[src/rtl/div_sched.sv]
`default_nettype none
// =============================================================================
// div / div_sched : two-port round-robin scheduler sharing one restoring divider.
// Optional macro DIV_SCHED_REM_EN adds remainder outputs r0/r1.   Rev 1.0
// =============================================================================

module div #(
  parameter int bw = 8
) (
  input  logic [bw-1:0] a,
  input  logic [bw-1:0] b,
  output logic [bw-1:0] q
);
  logic [bw:0] rem;

  always_comb begin
    rem = '0;
    q   = '0;
    for (int i = bw - 1; i >= 0; i--) begin
      rem = {rem[bw-1:0], a[i]};
      if (rem >= {1'b0, b}) begin
        rem  = rem - {1'b0, b};
        q[i] = 1'b1;
      end
    end
  end
endmodule

module div_sched #(
  parameter int BW = 8
) (
  input  logic          clk,
  input  logic          rst,
  input  logic          req0,
  input  logic [BW-1:0] a0,
  input  logic [BW-1:0] b0,
  output logic          gnt0,
  output logic          done0,
  output logic [BW-1:0] q0,
  output logic          err0,
  input  logic          req1,
  input  logic [BW-1:0] a1,
  input  logic [BW-1:0] b1,
  output logic          gnt1,
  output logic          done1,
  output logic [BW-1:0] q1,
  output logic          err1,
`ifdef DIV_SCHED_REM_EN
  output logic [BW-1:0] r0,
  output logic [BW-1:0] r1,
`endif
  output logic          busy
);
  typedef enum logic [1:0] {
    IDLE = 2'd0,
    CALC = 2'd1,
    RESP = 2'd2
  } state_t;

  state_t        state, state_next;
  logic          ptr, owner, win, take;
  logic [BW-1:0] opa, opb, quo, res_q;
  logic          div_zero;

  div #(.bw(BW)) u_div (.a(opa), .b(opb), .q(quo));

  assign div_zero = (opb == '0);
  assign res_q    = div_zero ? '1 : quo;

`ifdef DIV_SCHED_REM_EN
  logic [2*BW-1:0] prod;
  logic [BW-1:0]   res_r;
  assign prod  = quo * opb;
  assign res_r = div_zero ? opa : opa - prod[BW-1:0];
`endif

  always_ff @(posedge clk or posedge rst) begin
    if (rst) state <= IDLE;
    else     state <= state_next;
  end

  // Handshake pulses are decoded from state+owner, so they last exactly one cycle.
  always_comb begin
    state_next = state;
    take       = 1'b0;
    win        = 1'b0;
    gnt0       = 1'b0;
    gnt1       = 1'b0;
    done0      = 1'b0;
    done1      = 1'b0;
    busy       = (state != IDLE);
    case (state)
      IDLE: begin
        take = req0 | req1;
        win  = (req0 && req1) ? ptr : req1;
        if (take) state_next = CALC;
      end
      CALC: begin
        gnt0       = ~owner;
        gnt1       = owner;
        state_next = RESP;
      end
      RESP: begin
        done0      = ~owner;
        done1      = owner;
        state_next = IDLE;
      end
      default: state_next = IDLE;
    endcase
  end

  always_ff @(posedge clk or posedge rst) begin
    if (rst) begin
      ptr   <= 1'b0;
      owner <= 1'b0;
      opa   <= '0;
      opb   <= '0;
      q0    <= '0;
      q1    <= '0;
      err0  <= 1'b0;
      err1  <= 1'b0;
`ifdef DIV_SCHED_REM_EN
      r0    <= '0;
      r1    <= '0;
`endif
    end else begin
      if (state == IDLE && take) begin
        owner <= win;
        opa   <= win ? a1 : a0;
        opb   <= win ? b1 : b0;
      end
      if (state == CALC) begin
        ptr <= ~owner;
        if (!owner) begin
          q0   <= res_q;
          err0 <= div_zero;
`ifdef DIV_SCHED_REM_EN
          r0   <= res_r;
`endif
        end else begin
          q1   <= res_q;
          err1 <= div_zero;
`ifdef DIV_SCHED_REM_EN
          r1   <= res_r;
`endif
        end
      end
    end
  end
endmodule

`default_nettype wire

[config.mk]
export PLATFORM = sky130hd
export DESIGN_NAME = div_sched
export DESIGN_NICKNAME = d
export VERILOG_FILES = /design/src/rtl/div_sched.sv
export SDC_FILE = /design/constraint.sdc
export NUM_CORES = 1
export LEC_CHECK = 0
export ABC_CLOCK_PERIOD_IN_PS = 26800
export BUFFER_PORTS_ARGS = -buffer_cell sky130_fd_sc_hd__buf_2
export CORE_MARGIN = 2
export CORE_UTILIZATION = 40
export DETAILED_ROUTE_END_ITERATION = 10
export PLACE_DENSITY_LB_ADDON = 0.15
export SYNTH_ARGS = -nofsm -noshare
export SYNTH_HDL_FRONTEND = slang
export SYNTH_SLANG_ARGS = --single-unit
[constraint.sdc]
create_clock -name clk -period 26.8 [get_ports clk]
set_input_delay 4.02 -clock clk [delete_from_list [all_inputs] [get_ports clk]]
set_output_delay 4.02 -clock clk [all_outputs]
set_load 0.02 [all_outputs]
==> metrics.csv, run 1 <==
metric;value;unit
status;finished, final reports clean;
avgSynthCellArea;8.30;um2
critical_path.max_stage_delay;0.74;ns
ctsHoldBuffers;0;
die_h;114;um
grt_pass1_wl;22.1;mm
vias;4438;
hold_end;ptr;
clockBufferDepth;2;
synthTopCellsByArea;dfrtp_1, ha_1, mux2i_1;
cts_tree;yes;
cts_buffers;5;
initial_core_util;0.406;
async_flop_share;1.00;
numPortBuffers;58;
hold_viol;0;
grt_max_degree;39;
start_kind;flop;
antenna_found_initial;0;
rsz0062_at_grt;no;
clk_pin_slew;0.06;ns
synthFlopType;dfrtp_1;
htree_levels;2;
yosys.area_share.simple;0.204;
synthMuxAreaShare;0.106;
slowest_stage;dfrtp_1;
ctsResizeCount;0;
synth_fa_ha_area_frac;0.175;
antennaDiodeCount;0;
hold_ws;0.472;ns
synth_compound_area_frac;0.226;
worst-setup-path-type;reg2reg;
worstReg2RegEnd;q0[0];
synth_cell_type_count;70;
grt_use_total;0.212;
synth_top_area_cell;dfrtp_1;
timing.final.crit_share;0.640;
drtPass1Iterations;4;
crit-reg2reg-launch;opb[1];
ys_seq_elements;38;
synth_nets;683;
end_kind;flop;
detail_route.wirelength;13.1;mm
layout.nets;739;
antenna_left;0;
synth_edf_count;0;
drt-initial-drc-count;218;
clk_latency;0.28;ns
core;11900;um2
crit_required;26.94;ns
clock-root-buffer;clkbuf_16;
grt_overflow;0;
max_freq;58.3;MHz
skew;0.00496;ns
grt_pass1_vias;4480;
die-area;13000;um2
cp_max_fo;13;
yosysTopAreaCellShare;0.196;
synth_xor_area_frac;0.0471;
wire_per_inst;16.6;um
layout_commonest_cell;nor2_1;
place_hpwl;10.4;mm
syn_area;4840;um2
totalNegativeSetupSlack;0;ns
drv_cap;0;
drc;0;
cts_setup_buffers;0;
fin_crit;17.14;ns
gp_congestion;0.842;
synth_top_family_by_area;compound AO/OA/AOI/OAI gates;
rows;40;
seq_area_frac_synth;0.196;
hold_class;reg2reg;
tightest_slew;1.01;ns
drv_slew;0;
setup_viol;0;
final_cell_mix;nor2_1, ha_1, buf_2, a21oi_1, inv_1;
ios;59;
via_per_inst;5.64;
holdPathStages;1;
timing.slew.headroom;0.326;
regToRegSetupSlack;9.66;ns
cts.sinks;38;
ys_warn_count;0;
hold_start;ptr;
die-width;114;um
drive_gt1_frac;0.167;
area_growth;13.2;%
reg2reg_depth;67;
cp_data_arrival_time;17.28;ns
synthCells;583;
==> flip-flops by register name (all words and copies together) (netlist names) <==
| signal | flops |
|---|---|
| opa | 8 |
| err1 | 1 |
| opb | 8 |
| owner | 1 |
| state | 2 |
| q1 | 8 |
| q0 | 8 |
| err0 | 1 |
| ptr | 1 |
==> final cells by class <==
type	count	area, um2
Tap cell	147	184
Sequential cell	38	951
Fill cell	1188	6430
Multi-Input combinational cell	490	3670
Clock buffer	5	125
Clock inverter	3	68.8
Inverter	42	158
Timing Repair Buffer	62	320
==> cells in the mapped netlist, types with 11 or more instances <==
| cell | n |
|---|---|
| dfrtp_1 | 38 |
| nor2b_1 | 18 |
| xnor2_1 | 15 |
| a21o_1 | 18 |
| a21oi_1 | 49 |
| ha_1 | 58 |
| xor2_1 | 11 |
| inv_1 | 41 |
| nor2_1 | 66 |
| o21ai_0 | 36 |
| nand4_1 | 14 |
| mux2_2 | 12 |
| mux2i_1 | 28 |
| nand2_1 | 34 |
| nand2b_1 | 11 |
==> worst max-delay path by stage <==
stage	startpoint	to	slack [ns]	depth (start not counted)
after floorplan	opb[1]	q0[0]	11.92	70
after global placement	opb[1]	q0[0]	10.25	67
after detailed placement	opb[1]	q0[0]	9.74	67
after CTS	opb[1]	q0[0]	9.67	67
after global routing	opb[1]	q0[0]	7.89	67
final	opb[1]	q0[0]	9.66	67
==> kinds of logic (layout without fill, tap and decap cells) <==
group                      after synthesis  in the layout
adders and majority gates               64             64
muxes                                   46             46
DFF                                     38             38
and+or+nand+nor                        193            193
AOI/OAI and AO/OA                      161            161
xor gates and xnor gates                26             26
buffers and inverters                   55            112
==> through the flow <==
stage	utilization	instances	setup WS [ns]	area, um2
final	0.460	787	9.66	5480
after global routing	0.460	787	7.89	5480
after CTS	0.460	787	9.67	5480
after detailed placement	0.443	779	9.74	5280
after global placement	0.443	779	10.25	5280
after floorplan	-	583	11.92	4840
==> per-layer routing <==
layer  GRT usage  wire length [um]  share of wire
met4      0.0634               299          0.023
met3      0.0197               549          0.042
met1       0.294              6310           0.48
met5           0                 0              0
met2       0.353              5910           0.45
==> worst max-delay path: cells and delay by family, from the launching register on <==
family	cells	cell delay (ns)
AOI/OAI and AO/OA	34	9.17
adders and majority gates	8	2.39
buffers and inverters	7	0.86
DFF	1	0.74
muxes	2	0.70
and+or+nand+nor	16	3.12
Power of run 1 is left out: the tool's default activity adds up to more than one toggle a clock period on the data nets, which glitch-free logic cannot reach.
==> inputs of run 2 (changes only) <==
ABC_AREA = 1   (was not set)
ABC_CLOCK_PERIOD_IN_PS = 16600   (was 26800)
clock period = 16.6 ns   (was 26.8 ns; I/O delays follow)
==> run 2 against run 1 <==
Net effect:
- hold slack got worse by 0.011 ns
- critical endpoint unchanged
- cell area fell by 0.21%
- final cell count up 9.9%
- count of clock-buffer cells in the layout unchanged
==> metrics.csv, run 2 <==
metric;value;unit
ys_warn_count;0;
tightest_slew;1.19;ns
crit_top_cell;nand2_1;
grt_max_degree;39;
use_met3;0.0291;
grt_use_total;0.197;
gp_congestion;0.888;
ios;59;
worst-setup-path-type;reg2reg;
hold_viol;0;
drc;0;
crit-reg2reg-launch;opb[1];
rows;40;
clk_latency;0.29;ns
numPortBuffers;58;
antennaDiodeCount;0;
cp_max_fo;16;
ctsResizeCount;0;
drv_cap;0;
drt-initial-drc-count;167;
start_kind;flop;
regToRegSetupSlack;2.99;ns
totalNegativeSetupSlack;0;ns
yosysTopAreaCellShare;0.196;
hold_ws;0.462;ns
dp_slack;3.02;ns
hold_start;state[1];
synthCells;661;
die-area;13000;um2
initial_core_util;0.408;
status;finished, final reports clean;
htree_levels;2;
grt_use_met2;0.344;
wire_per_inst;14.2;um
cp_data_arrival_time;13.79;ns
grt_overflow;0;
seq_area_frac_synth;0.196;
grt_pass1_wl;20.6;mm
layout.nets;817;
end_kind;flop;
timing.slew.headroom;0.205;
async_flop_share;1.00;
detail_route.wirelength;12.3;mm
finalWorstSetupSlack;2.99;ns
crit_required;16.78;ns
cts.sinks;38;
area_growth;12.5;%
yosysMostFrequentCell;nand2_1;
ys_seq_elements;38;
via_per_inst;5.02;
synth_edf_count;0;
clockBufferDepth;2;
drtPass1Iterations;5;
ctsHoldBuffers;0;
synthFlopType;dfrtp_1;
ys_top_cells_by_count;nand2_1, inv_1, ha_1;
rsz0062_at_grt;no;
drv_slew;0;
layout_commonest_cell;nand2_1;
worstReg2RegEnd;q0[0];
fin_util;0.459;
cts_tree;yes;
synth_top_area_cell;dfrtp_1;
antenna_left;0;
cts_setup_buffers;0;
critical_path.max_stage_delay;0.58;ns
fin_crit;13.61;ns
slowest_stage;dfrtp_1;
grt-busiest-layer;met2;
hold_end;state[1];
hold_class;reg2reg;
synthTopCellsByArea;dfrtp_1, ha_1, nand2_1;
clk_pin_slew;0.06;ns
antenna_found_initial;0;
holdPathStages;1;
die-width;114;um
final_cell_mix;nand2_1, inv_1, ha_1, buf_2, nor2_1;
syn_area;4860;um2
synth_nets;761;
met1_usage;0.258;
setup_viol;0;
core;11900;um2
grt_pass1_vias;4303;
synth_cell_type_count;50;
reg2reg_depth;83;
cts_buffers;5;
drive_gt1_frac;0.216;
timing.final.crit_share;0.820;
vias;4345;
max_freq;73.5;MHz
avgSynthCellArea;7.35;um2
place_hpwl;9.78;mm
clock-root-buffer;clkbuf_16;
die_h;114;um
skew;0.00801;ns
-- run 2: cell count changes after synthesis, moves of 9 or more --
cell,before,now
o21ai_1,0,9
nand2_2,0,19
a21o_1,18,1
nand2_1,34,130
inv_1,41,110
nand2b_1,11,0
o21ai_2,1,13
nand2_4,1,10
a21oi_1,49,31
mux2i_1,28,1
nor2b_1,18,0
xor2_1,11,21
nor2_1,66,40
mux2_2,12,2
-- run 2: metal layers --
| layer | up-vias | share of wire |
|---|---|---|
| met5 | - | 0 |
| met4 | 0 | 0.016 |
| met3 | 20 | 0.040 |
| met2 | 79 | 0.47 |
| met1 | 1970 | 0.48 |
| li1 | 2276 | - |
-- run 2: worst max path at each step --
stage / startpoint / endpoint / slack (ns) / cells after the start
floorplan: opb[1] / q0[0] / 4.87 / 88
global placement: opb[1] / q0[0] / 3.32 / 81
detailed placement: opb[1] / q0[0] / 3.02 / 83
CTS: opb[1] / q0[0] / 2.96 / 83
global route: opb[1] / q0[0] / 1.51 / 83
finish: opb[1] / q0[0] / 2.99 / 83
-- run 2: logic make-up (layout without fill, tap and decap cells) --
logic type,after synthesis,count (layout),synth area share
AOI/OAI and AO/OA,136,136,0.183
adders and majority gates,64,64,0.174
buffers and inverters,134,191,0.115
xor gates and xnor gates,29,29,0.0523
muxes,3,3,0.00669
and+or+nand+nor,257,257,0.274
DFF,38,38,0.196
-- run 2: cell type report --
type,count,area [um2]
clock buffers,5,125
clock inverters,3,68.8
fillers,1215,6450
inverters,122,470
multi-input cells,489,3350
flip-flops and latches,38,951
well taps,147,184
repair buffers,61,313
-- run 2: worst max-delay path, delay by kind of cell, from the launching register on --
family / cells / cell delay [ns]
flops: 1 / 0.58
buf+inv: 12 / 1.42
compound gates: 28 / 5.08
fa+ha+maj: 8 / 2.47
simple gates: 35 / 3.96
-- run 2: through the flow --
step           cell area [um2]  cells
2_1_floorplan             4860    661
3_3_place_gp              5270    857
3_5_place_dp              5270    857
4_1_cts                   5470    865
5_1_grt                   5470    865
6_report                  5470    865
Power of run 2 is left out for the same reason.
==> inputs of run 3 (changes only) <==
ABC_AREA = 0   (was 1)
ABC_CLOCK_PERIOD_IN_PS = 11560   (was 16600)
clock period = 11.56 ns   (was 16.6 ns; I/O delays follow)
==> run 3 against run 2 <==
Net effect:
- the flow now finishes with violations (negative setup slack)
- die area fell by 0.40%
- count of clock-buffer cells in the layout rose by 3
- via count rose by 28%
- sequential share of layout area fell by 5.5 points
- wire length rose by 42%
- global-route usage rose by 5.9 points
- setup slack got worse by 4.1 ns
- cell area rose by 47%
- critical path depth fell by 15
- fmax rose by 7.6%
- non-clock buffer count rose by 239
- critical endpoint unchanged
- largest cell class unchanged
==> metrics.csv, run 3 (same netlist as run 1, synthesis figures left out) <==
metric;value;unit
grt_max_degree;39;
clock-root-buffer;clkbuf_16;
route.met3.wl;781;um
end_kind;flop;
vias;5542;
setup_viol;4;
numPortBuffers;58;
worst-setup-path-type;reg2reg;
initial_core_util;0.406;
place_hpwl;12.1;mm
rsz0062_at_grt;yes;
status;finished, violations left;
skew;0.00701;ns
layout_commonest_cell;buf_4;
cts_buffers;5;
slowest_stage;dfrtp_2;
crit_required;11.70;ns
gp_congestion;0.930;
clk_latency;0.28;ns
drc;0;
max_freq;79.1;MHz
grt_pass1_wl;26.9;mm
dp_slack;-1.50;ns
cp_data_arrival_time;12.79;ns
drtPass1Iterations;4;
antenna_left;0;
cp_max_fo;5;
fin_crit;12.65;ns
htree_levels;2;
hold_viol;0;
drive_gt1_frac;0.499;
cts.sinks;38;
crit_top_cell;buf_4;
drv_cap;0;
m1WireLength;7.49;mm
detail_route.wirelength;17.5;mm
routed-wl-met2;8.71;mm
layout.nets;977;
drt-initial-drc-count;244;
timing.final.crit_share;1.09;
critical_path.max_stage_delay;0.42;ns
final_cell_mix;buf_4, nor2_1, buf_2, a21oi_1, ha_1;
grt_pass1_vias;5541;
via_per_inst;5.41;
finalWorstSetupSlack;-1.09;ns
core;11900;um2
die-width;114;um
tightest_slew;1.20;ns
fill_cells;919;
antennaDiodeCount;0;
die_h;114;um
start_kind;flop;
hold_class;reg2reg;
wire_per_inst;17.1;um
clk_pin_slew;0.06;ns
cts_tree;yes;
drv_slew;0;
violations;negative setup slack;
top_layer_used;met4;
clockBufferDepth;2;
timing.slew.headroom;0.199;
area_growth;65.6;%
grt_use_total;0.256;
rows;40;
grt_overflow;0;
fin_util;0.673;
antenna_found_initial;0;
ctsHoldBuffers;0;
ios;59;
die-area;13000;um2
run 3: metrics by stage:
step	TNS, ns	hold slack, ns	cells	instance area (um2)
detailed placement	-3.22	0.471	945	6700
CTS	-1.95	0.485	997	7530
finish	-3.99	0.494	1025	8010
global route	-5.87	0.526	1025	8010
global placement	-2.14	0.462	945	6700
floorplan	-3.58	0.441	583	5020
run 3: timing repair:
item / CTS / global route
pin swaps: 55 / 51
setup buffers: 44 / 29
endpoints found under the hold margin: 0 / 0
setup endpoints to repair: 4 / 4
gates resized for setup: 64 / 58
run 3: layout make-up:
| type | count | area (um2) | share of cell area |
|---|---|---|---|
| Tap cell | 147 | 184 | 0.0230 |
| Inverter | 42 | 160 | 0.0200 |
| Multi-Input combinational cell | 490 | 4350 | 0.543 |
| Sequential cell | 38 | 953 | 0.119 |
| Timing Repair Buffer | 300 | 2200 | 0.274 |
| Clock buffer | 8 | 166 | 0.0208 |
run 3: layer usage:
layer  vias to the layer above  global-route usage
met5                         -                   0
met4                         0              0.0821
met3                        43              0.0244
met2                       166               0.455
met1                      2620               0.326
li1                       2713                   -
run 3: worst paths after layout:
| check | start | end | slack [ns] | cells after the start |
|---|---|---|---|---|
| min in group asynchronous | rst | opb[4] | 1.56 | 3 |
| hold / removal | q1[2] | q1[2] | 0.49 | 2 |
| setup reg to reg | opb[0] | q0[0] | -1.09 | 68 |
| setup / recovery | opb[0] | q0[0] | -1.09 | 68 |
| hold reg to reg | q1[2] | q1[2] | 0.49 | 2 |
| max in group asynchronous | rst | opb[0] | 9.64 | 3 |
run 3: worst max-delay path: cells and delay by family, from the launching register on:
family                   cells  cell delay (ns)
AO/OA/AOI/OAI               22             4.24
multiplexers                 5             1.38
buffers and inverters       17             2.16
adder cells (fa/ha/maj)      9             2.18
flip-flops                   1             0.42
XOR/XNOR                     2             0.28
AND/OR/NAND/NOR             13             1.78
Power of run 3 is left out for the same reason.
